### src/rtl/ps2_rx_controller.sv
// PS/2 keyboard receiver: synchronises the raw PS/2 lines, frames 11-bit packets,
// validates start/parity/stop and decodes E0/F0 prefixes into make/break events.
module ps2_rx_controller #(
    parameter int TIMEOUT_CYCLES = 50000
) (
    input  logic       clock50,
    input  logic       resetn,
    input  logic       ps2_clk,
    input  logic       ps2_dat,
    output logic [7:0] byte_data,
    output logic       byte_valid,
    output logic [7:0] key_code,
    output logic       key_ext,
    output logic       key_make,
    output logic       key_break,
    output logic [7:0] key1,
    output logic [7:0] key2,
    output logic [7:0] key3,
    output logic       parity_err,
    output logic       frame_err,
    output logic       busy
);
    localparam int TW = $clog2(TIMEOUT_CYCLES + 1);

    typedef enum logic [1:0] {IDLE, RECV, CHECK, DECODE} state_t;

    state_t      state_q, state_d;
    logic        clk_s1_q, clk_s2_q, clk_prev_q, dat_s1_q, dat_s2_q;
    logic [3:0]  bitcnt_q, bitcnt_d;
    logic [10:0] shreg_q, shreg_d;
    logic [TW-1:0] tmo_q, tmo_d;
    logic        ext_pend_q, ext_pend_d, brk_pend_q, brk_pend_d;
    logic        held_q, held_d;
    logic [7:0]  held_code_q, held_code_d;
    logic [7:0]  byte_data_q, byte_data_d, key_code_q, key_code_d;
    logic [7:0]  key1_q, key1_d, key2_q, key2_d, key3_q, key3_d;
    logic        byte_valid_q, byte_valid_d, key_ext_q, key_ext_d;
    logic        key_make_q, key_make_d, key_break_q, key_break_d;
    logic        parity_err_q, parity_err_d, frame_err_q, frame_err_d;

    logic       fall, timeout_hit, stop_bad, parity_bad;
    logic [7:0] rx_byte;

    assign fall        = clk_prev_q & ~clk_s2_q;
    assign timeout_hit = (state_q == RECV) && !fall && (tmo_q == TW'(TIMEOUT_CYCLES - 1));
    assign stop_bad    = ~shreg_q[10];
    assign parity_bad  = ~(^shreg_q[9:1]);
    assign rx_byte     = shreg_q[8:1];

    // State register plus all datapath flops; sync flops reset high so no false edge.
    always_ff @(posedge clock50) begin
        if (!resetn) begin
            state_q      <= IDLE;
            clk_s1_q     <= 1'b1;
            clk_s2_q     <= 1'b1;
            clk_prev_q   <= 1'b1;
            dat_s1_q     <= 1'b1;
            dat_s2_q     <= 1'b1;
            bitcnt_q     <= '0;
            shreg_q      <= '0;
            tmo_q        <= '0;
            ext_pend_q   <= 1'b0;
            brk_pend_q   <= 1'b0;
            held_q       <= 1'b0;
            held_code_q  <= '0;
            byte_data_q  <= '0;
            byte_valid_q <= 1'b0;
            key_code_q   <= '0;
            key_ext_q    <= 1'b0;
            key_make_q   <= 1'b0;
            key_break_q  <= 1'b0;
            key1_q       <= '0;
            key2_q       <= '0;
            key3_q       <= '0;
            parity_err_q <= 1'b0;
            frame_err_q  <= 1'b0;
        end else begin
            state_q      <= state_d;
            clk_s1_q     <= ps2_clk;
            clk_s2_q     <= clk_s1_q;
            clk_prev_q   <= clk_s2_q;
            dat_s1_q     <= ps2_dat;
            dat_s2_q     <= dat_s1_q;
            bitcnt_q     <= bitcnt_d;
            shreg_q      <= shreg_d;
            tmo_q        <= tmo_d;
            ext_pend_q   <= ext_pend_d;
            brk_pend_q   <= brk_pend_d;
            held_q       <= held_d;
            held_code_q  <= held_code_d;
            byte_data_q  <= byte_data_d;
            byte_valid_q <= byte_valid_d;
            key_code_q   <= key_code_d;
            key_ext_q    <= key_ext_d;
            key_make_q   <= key_make_d;
            key_break_q  <= key_break_d;
            key1_q       <= key1_d;
            key2_q       <= key2_d;
            key3_q       <= key3_d;
            parity_err_q <= parity_err_d;
            frame_err_q  <= frame_err_d;
        end
    end

    always_comb begin
        state_d = state_q;
        case (state_q)
            IDLE:    if (fall && !dat_s2_q) state_d = RECV;
            RECV: begin
                if (timeout_hit)                      state_d = IDLE;
                else if (fall && bitcnt_q == 4'd10)   state_d = CHECK;
            end
            CHECK:   state_d = (stop_bad || parity_bad) ? IDLE : DECODE;
            default: state_d = IDLE;
        endcase
    end

    // Results are computed during CHECK so the registered pulses are high in DECODE.
    always_comb begin
        bitcnt_d     = bitcnt_q;
        shreg_d      = shreg_q;
        tmo_d        = '0;
        ext_pend_d   = ext_pend_q;
        brk_pend_d   = brk_pend_q;
        held_d       = held_q;
        held_code_d  = held_code_q;
        byte_data_d  = byte_data_q;
        key_code_d   = key_code_q;
        key_ext_d    = key_ext_q;
        key1_d       = key1_q;
        key2_d       = key2_q;
        key3_d       = key3_q;
        byte_valid_d = 1'b0;
        key_make_d   = 1'b0;
        key_break_d  = 1'b0;
        parity_err_d = 1'b0;
        frame_err_d  = 1'b0;
        case (state_q)
            IDLE: begin
                if (fall && !dat_s2_q) begin
                    bitcnt_d = 4'd1;
                    shreg_d  = '0;
                end
            end
            RECV: begin
                if (fall) begin
                    shreg_d[bitcnt_q] = dat_s2_q;
                    bitcnt_d          = bitcnt_q + 4'd1;
                end else if (timeout_hit) begin
                    frame_err_d = 1'b1;
                    ext_pend_d  = 1'b0;
                    brk_pend_d  = 1'b0;
                end else begin
                    tmo_d = tmo_q + 1'b1;
                end
            end
            CHECK: begin
                if (stop_bad || parity_bad) begin
                    frame_err_d  = stop_bad;
                    parity_err_d = !stop_bad;
                    ext_pend_d   = 1'b0;
                    brk_pend_d   = 1'b0;
                end else begin
                    byte_data_d  = rx_byte;
                    byte_valid_d = 1'b1;
                    if (rx_byte == 8'hE0) begin
                        ext_pend_d = 1'b1;
                    end else if (rx_byte == 8'hF0) begin
                        brk_pend_d = 1'b1;
                    end else begin
                        key_code_d = rx_byte;
                        key_ext_d  = ext_pend_q;
                        ext_pend_d = 1'b0;
                        brk_pend_d = 1'b0;
                        if (brk_pend_q) begin
                            key_break_d = 1'b1;
                            if (rx_byte == held_code_q) held_d = 1'b0;
                        end else begin
                            key_make_d = 1'b1;
                            // An auto-repeat of the held key leaves the history alone.
                            if (!(held_q && rx_byte == held_code_q)) begin
                                key3_d      = key2_q;
                                key2_d      = key1_q;
                                key1_d      = rx_byte;
                                held_d      = 1'b1;
                                held_code_d = rx_byte;
                            end
                        end
                    end
                end
            end
            default: ;
        endcase
    end

    assign byte_data  = byte_data_q;
    assign byte_valid = byte_valid_q;
    assign key_code   = key_code_q;
    assign key_ext    = key_ext_q;
    assign key_make   = key_make_q;
    assign key_break  = key_break_q;
    assign key1       = key1_q;
    assign key2       = key2_q;
    assign key3       = key3_q;
    assign parity_err = parity_err_q;
    assign frame_err  = frame_err_q;
    assign busy       = (state_q != IDLE);
endmodule

### config.mk
export PLATFORM = sky130hd
export DESIGN_NAME = ps2_rx_controller
export DESIGN_NICKNAME = d
export VERILOG_FILES = /design/src/rtl/ps2_rx_controller.sv
export SDC_FILE = /design/constraint.sdc
export NUM_CORES = 1
export LEC_CHECK = 0
export ABC_AREA = 1
export BUFFER_PORTS_ARGS = -buffer_cell sky130_fd_sc_hd__buf_2
export CORE_MARGIN = 1.5
export CORE_UTILIZATION = 30
export DETAILED_ROUTE_END_ITERATION = 8
export GPL_TIMING_DRIVEN = 0
export MAX_ROUTING_LAYER = met4
export PLACE_DENSITY = 0.57
export SLEW_MARGIN = 10
export SYNTH_ARGS = -nofsm -noshare
export SYNTH_HDL_FRONTEND = slang
export SYNTH_SLANG_ARGS = --single-unit
### constraint.sdc
create_clock -name clock50 -period 4.6 [get_ports clock50]
set_clock_uncertainty 0.1 [all_clocks]
set_input_delay 0.69 -clock clock50 [delete_from_list [all_inputs] [get_ports clock50]]
set_output_delay 0.69 -clock clock50 [all_outputs]
set_load 0.01 [all_outputs]
; ---- Yosys cells after proc, flatten, opt, wreduce, memory -nomap -nowiden
; Index checks and enable logic that the tools add are counted.
[op_classes]
n_eq_ne = 16
reduce_logical = 26
magnitude_cmp = 2
n_bitwise = 12
muxes = 34
add_sub_neg = 2
[op_table]
columns = cell, n
row1 = $mux W11, 2
row2 = $pmux W11 S2, 1
row3 = $mux W1, 18
row4 = $add A16 B1 Y16 const B, 1
row5 = $eq A16 B16 Y1 const B, 1
row6 = $eq A8 B8 Y1 const B, 2
row7 = $reduce_and A4 Y1, 3
row8 = $reduce_and A6 Y1, 2
row9 = $bwmux W11, 1
row10 = $not A1 Y1, 11
row11 = $ne A2 B2 Y1 const B, 5
row12 = $reduce_xor A9 Y1, 1
row13 = $eq A8 B8 Y1, 1
row14 = $mux W2, 4
row15 = $mux W4, 2
row16 = $pmux W4 S2, 1
row17 = $logic_and A1 B1 Y1, 6
row18 = $pmux W1 S2, 3
row19 = $pmux W2 S3, 1
row20 = $reduce_and A2 Y1, 3
row21 = $reduce_and A3 Y1, 2
row22 = $reduce_bool A2 Y1, 3
row23 = $lt A4 B5 Y1 const B, 1
row24 = $reduce_or A5 Y1, 1
row25 = 15 further kinds, 16
[totals]
wordCells = 115
register_bits = 87
input_bits = 4
out_inout_bits = 47

; ---- Longest topological paths before layout
[logic_depth]
ltp_word = 8
depth_mapped = 14
mapped_depth_nobuf = 14

; ---- Worst setup path after synthesis
; OpenSTA, ideal clock, no wires.
[synth_timing]
path_type = register -> register
from = register shreg_q[5]
to = register key1_q[5] (netlist: key1[5])
stages_incl_launch_ff = 14
setup_slack_ps = 2676
setup_time_ps = 113
path_buffers = 1
t_arrival_ps = 1711
path_cell_list = dfxtp_1 > inv_1 > ha_1 > inv_1 > nand2_1 > nand3_1 > nand3_1 > nand2_4 > nand3_2 > nor2_2 > buf_2 > nand2_1 > nand2_1 > nor2_1
[synth_between]
elab_chain_len = 5
word_cells_on_any_way = 12
classes_between = eq/ne: 3 / bitwise: 5 / reduce/logical: 4
[synth_rtl]
columns = element, line
row1 = "start, declared", 30  ; logic [10:0] shreg_q, shreg_d;
row2 = "start signal, assigned", 85  ; shreg_q <= shreg_d;
row3 = $reduce_xor A9 Y1, 47  ; assign parity_bad = ~(^shreg_q[9:1]);
row4 = $not A1 Y1, 47
row5 = $logic_or A1 B1 Y1, 158  ; if (stop_bad || parity_bad) begin
row6 = $not A1 Y1 (no line), -
row7 = $reduce_and A6 Y1 (no line) (*), -
row8 = "end signal, assigned", 97  ; key1_q <= key1_d;
row9 = "end, declared", 36  ; logic [7:0] key1_q, key1_d, key2_q, key2_d, key3_q, key3_d;
; Mark *: on every way between the ends. The rest lies on a longest branch, timed or not.
; A chain may end at the register's enable or synchronous reset.

; ---- Worst setup path after layout
[layout_timing]
from = register shreg_q[5]
to = register key_code_q[5] (netlist: key_code[5])
[layout_between]
elab_chain_len = 5
word_cells_on_any_way = 9
classes_between = eq/ne: 2 / bitwise: 4 / reduce/logical: 3
[layout_rtl]
columns = element, line
row1 = $reduce_xor A9 Y1, 47
row2 = $not A1 Y1, 47
row3 = $logic_or A1 B1 Y1, 158
row4 = $not A1 Y1 (no line), -
row5 = $reduce_and A4 Y1 (no line) (*), -
row6 = "end signal, assigned", 93  ; key_code_q <= key_code_d;
row7 = "end, declared", 35  ; logic [7:0] byte_data_q, byte_data_d, key_code_q, key_code_d;
; Marks and branches as above.

==> metrics.csv <==
metric;value;unit
viasPerCell;4.41;
port_buffers;49;
max_stage_delay;0.44;ns
clock_path_buffers;2;
synth_top_area_share;44.2;%
cts_buffers;9;
power_density;339;nW/um^2
critPathBufInv;4;
worst_path_dominant_cell_family;simple AND/OR/NAND/NOR gates;
drt_iter0_drc;201;
fillers;1337;
ant_nets;0;
initial_core_util;30.9;%
grt_pass1_wl;14.7;mm
htree_levels;3;
clock_latency;0.34;ns
slew_headroom;62.0;%
synth_top_area_cell;dfxtp_1;
nets;625;
synthCells;547;
ys_warn_count;0;
cts-hold-fix-buffers;0;
yosys-top-cells-area;dfxtp_1 44%, nand2_1 12%, nor2_1 9.5%;
cts_resized;0;
rsz0062_at_grt;false;
worstHoldPathType;flip-flop to flip-flop;
timing.final.crit_period;2.37;ns
root_buffer;clkbuf_16;
wire_per_inst;11.6;um
vias;3458;
irDropWorstVdd;0.195;mV
p_leak;1.99;nW
fin_ws;2.23;ns
hpwl;6.91;mm
ys_types;32;
grt_usage;14.2;%
place_ws;2.26;ns
worstPathArrival;2.54;ns
gp_congestion;0.821;
crit_required;4.77;ns
worstSetupEndpointType;flip-flop;
fp.dieH;117;um
maxCapViolations;0;
fmax;0.422;GHz
worst_slew_pin_slew;0.570;ns
slowest_stage;dfxtp_1;
grt_pass1_vias;3129;
hold_violations;0;
drc_errors;0;
synth_sequential_area_ratio;44.2;%
avgSynthCellArea;7.12;sq um
antenna_found_initial;0;
status;finished clean;
cts.clk_slew.worst_paths;0.06;ns
slew_viol_final;0;
die_x;117;um
finalSetupTns;0;ns
synth_nets;565;
top_level_ports;51;
row_count;41;
postCtsSetupBuffers;0;
cts_tree;yes;
grt_overflow_total;0;
cp_max_fo;10;
drt-pass1-iter-count;5;
grt_start_max_net_pins;15;
drive_gt1_share;15.0;%
drt_wl_total;9.10;mm
path_cells;inv_1 -> ha_1 -> inv_1 -> nand2_1 -> nand3_1 -> nand3_2 -> nand2_4 -> nand2_1 -> inv_2 -> buf_2 -> nand3_1 -> a21oi_1;
syn_area;3890;sq um
ys_seq_elements;86;
cts_sinks;86;
startpoint_type;flip-flop;
placeableCoreArea;12600;sq um
die-area;13700;sq um
period_share;51.5;%
finalSetupViolCount;0;
critPathKind;flip-flop to flip-flop;
syn_to_final_growth;19.0;%
num_antenna_cells;0;
## stage by stage
step                      cells  hold slack, ns  instance area [sq um]  total power, mW  utilization [%]
after floorplan             547           0.292                   3890            0.877                -
after global placement      768           0.294                   4360            0.905             34.5
after detailed placement    768           0.299                   4360            0.909             34.5
after CTS                   784           0.313                   4630             1.59             36.7
after global routing        784           0.324                   4630             1.64             36.7
final                       784           0.312                   4630             1.57             36.7
## final cells by class
cell class                      instances  area, sq um  share of cell area, %
Multi-Input combinational cell        376         1820                   39.3
Sequential cell                        86         1720                   37.2
Timing Repair Buffer                   49          245                   5.29
Inverter                               65          244                   5.27
Clock buffer                           11          243                   5.24
Tap cell                              172          215                   4.64
Buffer                                 20          110                   2.38
Clock inverter                          5         35.0                  0.756
## synth_stat cells
| cell type | instances |
|---|---|
| a211oi_1 | 1 |
| a21oi_1 | 39 |
| a22oi_1 | 1 |
| a31oi_1 | 1 |
| and3_1 | 1 |
| buf_2 | 7 |
| buf_4 | 1 |
| buf_6 | 3 |
| clkbuf_1 | 9 |
| dfxtp_1 | 86 |
| ha_1 | 14 |
| inv_1 | 60 |
| inv_2 | 5 |
| nand2_1 | 124 |
| nand2_2 | 1 |
| nand2_4 | 1 |
| nand3_1 | 28 |
| nand3_2 | 2 |
| nand4_1 | 6 |
| nor2_1 | 99 |
| nor2_2 | 1 |
| nor3_1 | 15 |
| nor3b_1 | 4 |
| o21a_1 | 3 |
| o21ai_0 | 10 |
| o21ai_1 | 4 |
| o21ai_2 | 1 |
| o22ai_1 | 1 |
| o31ai_1 | 1 |
| or2_2 | 6 |
| xnor2_1 | 7 |
| xor2_1 | 5 |
## report_power, final
group	switching, mW	internal, mW	leakage [nW]
Sequential	0.0102	0.756	0.694
Combinational	0.0848	0.0418	1.16
Clock	0.296	0.381	0.135
## cells in the final DEF, fill, tap and decap left out, types with 2 or more instances in the layout
| master | n |
|---|---|
| a21oi_1 | 39 |
| buf_2 | 56 |
| buf_6 | 3 |
| clkbuf_1 | 10 |
| clkbuf_16 | 9 |
| clkinv_2 | 2 |
| clkinv_4 | 2 |
| dfxtp_1 | 86 |
| ha_1 | 14 |
| inv_1 | 60 |
| inv_2 | 5 |
| nand2_1 | 124 |
| nand3_1 | 28 |
| nand3_2 | 2 |
| nand4_1 | 6 |
| nor2_1 | 99 |
| nor3_1 | 15 |
| nor3b_1 | 4 |
| o21a_1 | 3 |
| o21ai_0 | 10 |
| o21ai_1 | 4 |
| or2_2 | 6 |
| xnor2_1 | 7 |
| xor2_1 | 5 |
## worst paths after layout
check / startpoint / to / slack [ns] / depth (start not counted)
worst max-delay path: shreg_q[5] / key_code[5] / 2.23 / 12
worst max register to register: shreg_q[5] / key_code[5] / 2.23 / 12
worst min register to register: clk_s1_q / clk_s2_q / 0.31 / 1
worst min-delay path: clk_s1_q / clk_s2_q / 0.31 / 1
## sequential cells by signal (all words and copies together) (netlist names), 2 cells and up
register,count
key2,8
bitcnt_q,4
key_code,8
tmo_q,16
state_q,2
key3,8
byte_data,8
key1,8
shreg_q,10
## cells by family (layout without fill, tap and decap cells)
kind of cell               after synthesis  count (layout)  synth area share (%)
DFF                                     86              86                  44.2
xor gates and xnor gates                12              12                  2.70
adders and majority gates               14              14                  4.50
buffers and inverters                   85             150                  9.09
AOI/OAI and AO/OA                       62              62                  8.51
and+or+nand+nor                        288             288                  31.0
## layer usage
metal,track usage (%),wire (um)
met1,17.3,4360
met2,22.7,4130
met3,3.04,415
met4,6.35,183
met5,-,0
(Power assumes the default switching activity.)
